===== src/rtl/msb_serializer.sv =====
// MSB-first parallel-to-serial converter with an optional idle gap after each word.
// A word is accepted on an in_valid/in_ready handshake. Its bits then appear on dout
// over WIDTH consecutive cycles, with dout_first marking the MSB and dout_last the LSB.
module msb_serializer #(
  parameter int unsigned WIDTH = 8,
  parameter int unsigned GAP   = 0
) (
  input  logic             clk,
  input  logic             reset,
  input  logic [WIDTH-1:0] in_data,
  input  logic             in_valid,
  output logic             in_ready,
  output logic             dout,
  output logic             dout_valid,
  output logic             dout_first,
  output logic             dout_last,
  output logic             busy
);

  localparam int unsigned CntW = $clog2(WIDTH);
  localparam logic [CntW-1:0] CntMax = CntW'(WIDTH - 1);
  // GAP-1 is only loaded when GAP > 0; this guard keeps the constant in range.
  localparam logic [3:0] GapLoad = (GAP > 0) ? 4'(GAP - 1) : 4'd0;
  localparam logic NoGap = (GAP == 0);

  typedef enum logic [1:0] {
    StIdle,
    StShift,
    StGap
  } state_e;

  state_e           state_q;
  logic [WIDTH-1:0] shreg_q;
  logic [CntW-1:0]  cnt_q;
  logic [3:0]       gcnt_q;

  logic in_shift;
  logic last_bit;

  assign in_shift = (state_q == StShift);
  assign last_bit = in_shift && (cnt_q == '0);

  // Outputs decode directly from registered state, so they are free of input paths
  // except in_ready, which is a function of state only as well.
  always_comb begin
    in_ready   = (state_q == StIdle) || (last_bit && NoGap);
    dout       = in_shift && shreg_q[WIDTH-1];
    dout_valid = in_shift;
    dout_first = in_shift && (cnt_q == CntMax);
    dout_last  = last_bit;
    busy       = (state_q != StIdle);
  end

  // FSM, shift register, bit counter and gap counter; reset wins over any handshake.
  always_ff @(posedge clk) begin
    if (reset) begin
      state_q <= StIdle;
      shreg_q <= '0;
      cnt_q   <= '0;
      gcnt_q  <= '0;
    end else begin
      unique case (state_q)
        StIdle: begin
          if (in_valid) begin
            shreg_q <= in_data;
            cnt_q   <= CntMax;
            state_q <= StShift;
          end
        end
        StShift: begin
          if (cnt_q == '0) begin
            if (NoGap) begin
              if (in_valid) begin
                // Back-to-back reload: next word's MSB follows with no bubble.
                shreg_q <= in_data;
                cnt_q   <= CntMax;
                state_q <= StShift;
              end else begin
                shreg_q <= shreg_q << 1;
                state_q <= StIdle;
              end
            end else begin
              shreg_q <= shreg_q << 1;
              gcnt_q  <= GapLoad;
              state_q <= StGap;
            end
          end else begin
            shreg_q <= shreg_q << 1;
            cnt_q   <= cnt_q - 1'b1;
          end
        end
        StGap: begin
          if (gcnt_q == '0) begin
            state_q <= StIdle;
          end else begin
            gcnt_q <= gcnt_q - 1'b1;
          end
        end
        default: begin
          state_q <= StIdle;
        end
      endcase
    end
  end

endmodule


===== config.mk =====
export PLATFORM = sky130hd
export DESIGN_NAME = msb_serializer
export DESIGN_NICKNAME = d
export VERILOG_FILES = /design/src/rtl/msb_serializer.sv
export SDC_FILE = /design/constraint.sdc
export NUM_CORES = 1
export LEC_CHECK = 0
export ABC_AREA = 1
export CAP_MARGIN = 20
export CORE_MARGIN = 1
export CORE_UTILIZATION = 47
export DETAILED_ROUTE_END_ITERATION = 10
export PLACE_DENSITY_LB_ADDON = 0.25
export SETUP_SLACK_MARGIN = 0.5
export SLEW_MARGIN = 20
export SYNTH_ARGS = -nofsm -noshare
export SYNTH_HDL_FRONTEND = slang
export SYNTH_SLANG_ARGS = --single-unit

===== constraint.sdc =====
create_clock -name clk -period 1.65 [get_ports clk]
set_clock_uncertainty 0.15 [all_clocks]
set_input_delay 0.165 -clock clk [delete_from_list [all_inputs] [get_ports clk]]
set_output_delay 0.165 -clock clk [all_outputs]
set_load 0.005 [all_outputs]

==> results.txt <==
----------------------------------------------------
[Synth]
  Mapped Area ... approximately 700 um^2
  Mean cell area of the mapped netlist ... 6.987 um^2
  Post-Synthesis Net Count ... roughly 120
  Cell count after synthesis ... about 100
  Register area share after synthesis ... 0.3404
  Post-synthesis sequential element count ... 12
  Unique masters post-synth ... 15
  Yosys Warn Count ... 0

[Clocking]
  Total of hold buffers inserted after clock tree synthesis ... 0
  TritonCTS buffer count ... 3
  Clock insertion delay at the later pin of the skew report ... about 0.29 ns
  Clock root buffer ... clkbuf_4
  Buffer depth of the longest clock path ... 2
  TritonCTS clock tree ... built
  Number of H-tree levels ... 1
  CTS Sinks ... 12
  Worst-path clk slew ... 0.09 ns

[Placed design]
  Placer's final routability congestion estimate ... 0.7410
  Post-detail-place hpwl ... 946 um
  Port Buffer Count ... 16
  Worst setup slack before clock tree synthesis ... between 0.04 and 0.05 ns

[Power and ir drop]
  Leakage power summed over all cells ... ~0.56 nW
  Pwr per Cell Area ... around 790 nW/um^2
  Overall power ... a little under 1 mW
  Largest vdd supply drop ... 0.0006711 V

[STA]
  Final hold violation count ... 0
  Max frequency ... around 620 MHz
  Setup repair after global routing missed its margin ... yes
  Smallest setup slack after layout ... between 0.04 and 0.05 ns
  Tightest slew margin relative to the limit ... 0.7722
  Final critical-path share of the clock period ... 0.9728
  Number of setup violations in the final report ... 0
  Final worst path period need ... ~1.6 ns
  Max-slew violation count ... 0
  Total Neg Setup Slack ... 0 ns
  Actual slew at the worst max-slew pin ... approximately 0.34 ns
  Worst hold margin ... around 0.30 ns

[Layout]
  Share of final-layout standard cells stronger than drive strength 1 ... 0.5224
  Area added between synthesis and finish ... 74.65%
  Commonest cells after routing, fill and taps aside ... 15 x nor2_1, 11 x buf_6, 10 x clkdlybuf4s50_1
  Commonest non-fill, non-tap cell in the layout ... nor2_1
  Filler instances ... 60
  Diodes inserted ... 0
  Final net count ... ~150
  Final Core Density ... 0.9129

[Global routing]
  Number of antenna violations at the first check in global routing ... 0
  Most Used Layer, Global Route ... met2
  Routing usage on met3 ... 0.06522
  Via count of the first global-routing pass ... 651
  Wire length of the first global-routing pass ... ~2800 um
  Met1 global-route usage ... 0.3135
  Maximum number of pins on one net before global-route repair ... 16
  Global routing usage on met2 ... 0.4444
  Total track usage ... 0.2650
  Total congestion overflow ... 0

[Critical path]
  Type of the worst setup path ... reg -> reg
  Endpoint class of the critical path ... register
  Delay of the slowest critical-path stage ... around 0.34 ns
  Reg2Reg Capture Point ... cnt_q[1]$_SDFF_PP0_
  Data required time of the critical path ... about 1.7 ns
  Critical path cell sequence ... buf_6 > inv_4 > ha_4 > nand2_4 > nand2_8 > buf_4 > buf_6 > nand2_2 > nor2_1 > nor2_1
  Data arrival, critical path ... 1.64 ns
  Crit-path slowest cell ... dfxtp_2
  RR Startpoint ... cnt_q[1]$_SDFF_PP0_
  R2R Setup Slk ... about 0.045 ns
  Worst-path maximum fanout ... 5
  Worst Reg2Reg Path Length in Cells ... 10
  Buffer and inverter count on the worst path ... 4
  Element type at the critical path start ... register
  Top cell family by delay on the critical path ... simple AND/OR/NAND/NOR gates

[Routing]
  Vias per cell ... between 5 and 6
  Detailed-route via count ... roughly 800
  Antenna violation net count after detailed routing ... 0
  DRC violation count after routing ... 0
  Post-detailed-route wirelength per cell ... roughly 16 um
  Aggregate routed wire length ... approximately 2400 um
  Number of DRC markers after the initial detailed-route iteration ... 29
  Number of optimization iterations in the first detailed-route pass ... 4

[Worst hold path]
  Worst Hold Endpoint ... shreg_q[0]$_SDFFE_PP0P_
  Worst hold path cell count ... 3
  Start point of the worst hold path ... in_data[0]
  Worst hold path type ... in -> reg

[Floorplanning]
  Std-Cell Core Area ... approximately 1400 um^2
  Effective utilization at floorplan ... 0.5227
  Num ports ... 17
  Row cnt ... 13
  Die height ... approximately 40 um
  Die ar. ... approximately 1700 um^2
  Chip Width ... about 40 um

[Run]
  Max_cap viols ... 0

[Status]
  Run status ... finished clean

----------------------------------------------------
metal layers:
metal | part of all wire | vias to the layer above
met3 | 0.042 | 8
met1 | 0.42 | 371
met5 | 0 | -
met2 | 0.51 | 28
met4 | 0.027 | 0
li1 | - | 385
power breakdown:
group / leakage, nW / internal (mW) / switching, mW
clock: 0.0210 / 0.134 / 0.117
combinational: 0.441 / 0.189 / 0.197
sequential: 0.101 / 0.320 / 0.0216
total: 0.562 / 0.643 / 0.336
stage by stage:
stage,area [um^2],std cells
finish,1232,149
global route,1232,149
CTS,1100,145
detailed placement,880.8,129
global placement,880.8,129
floorplan,733.2,101
worst register-to-register path: cells and delay by family (launching register included):
kind | cells | cell delay, ns
fa+ha+maj | 1 | 0.14
buf+inv | 4 | 0.42
simple gates | 5 | 0.46
flops | 1 | 0.34
worst max path at each step:
stage / startpoint / end / cells after the start
floorplan: cnt_q[0]$_SDFF_PP0_ / shreg_q[7]$_SDFFE_PP0P_ / 9
global placement: in_valid / shreg_q[3]$_SDFFE_PP0P_ / 7
detailed placement: in_valid / shreg_q[1]$_SDFFE_PP0P_ / 7
CTS: cnt_q[1]$_SDFF_PP0_ / in_ready / 6
global route: cnt_q[0]$_SDFF_PP0_ / shreg_q[3]$_SDFFE_PP0P_ / 10
finish: cnt_q[1]$_SDFF_PP0_ / cnt_q[1]$_SDFF_PP0_ / 10
cells in the mapped netlist, drive strengths merged:
cell type,number,area (um^2)
a21oi,10,76.32
nor2,20,75.07
o21ai,10,50.05
nand3,9,45.04
buf,5,46.29
dfxtp,12,240.2
nand2,16,70.06
xor2,1,8.760
inv,15,56.30
ha,3,37.54
what timing repair did:
action	CTS	global route
endpoints found under the hold margin	0	0
pin swaps	3	12
endpoints found under the setup margin	18	18
cloned	1	0
gates resized for setup	51	24
buffers inserted	11	4
final cells by class:
cell class	instances	area (um^2)	area share
sequential	12	246.5	0.2000
multi-input combinational	69	520.5	0.4223
inverter	15	61.31	0.04975
timing repair buffer	34	349.1	0.2832
clock buffer	4	36.28	0.02944
tap	15	18.77	0.01523
flip-flops by register name, summed over array words and instances, names as in the netlist:
signal,flops
shreg_q,8
cnt_q,3
state_q,1
kinds of logic after synthesis:
family / after synthesis / share of synthesized area
XOR/XNOR: 1 / 0.01241
AND/OR/NAND/NOR: 45 / 0.2695
flip-flops: 12 / 0.3404
AO/OA/AOI/OAI: 20 / 0.1791
buffers and inverters: 20 / 0.1454
adder cells (fa/ha/maj): 3 / 0.05320
Note: power is estimated with default switching activity, not from simulation.
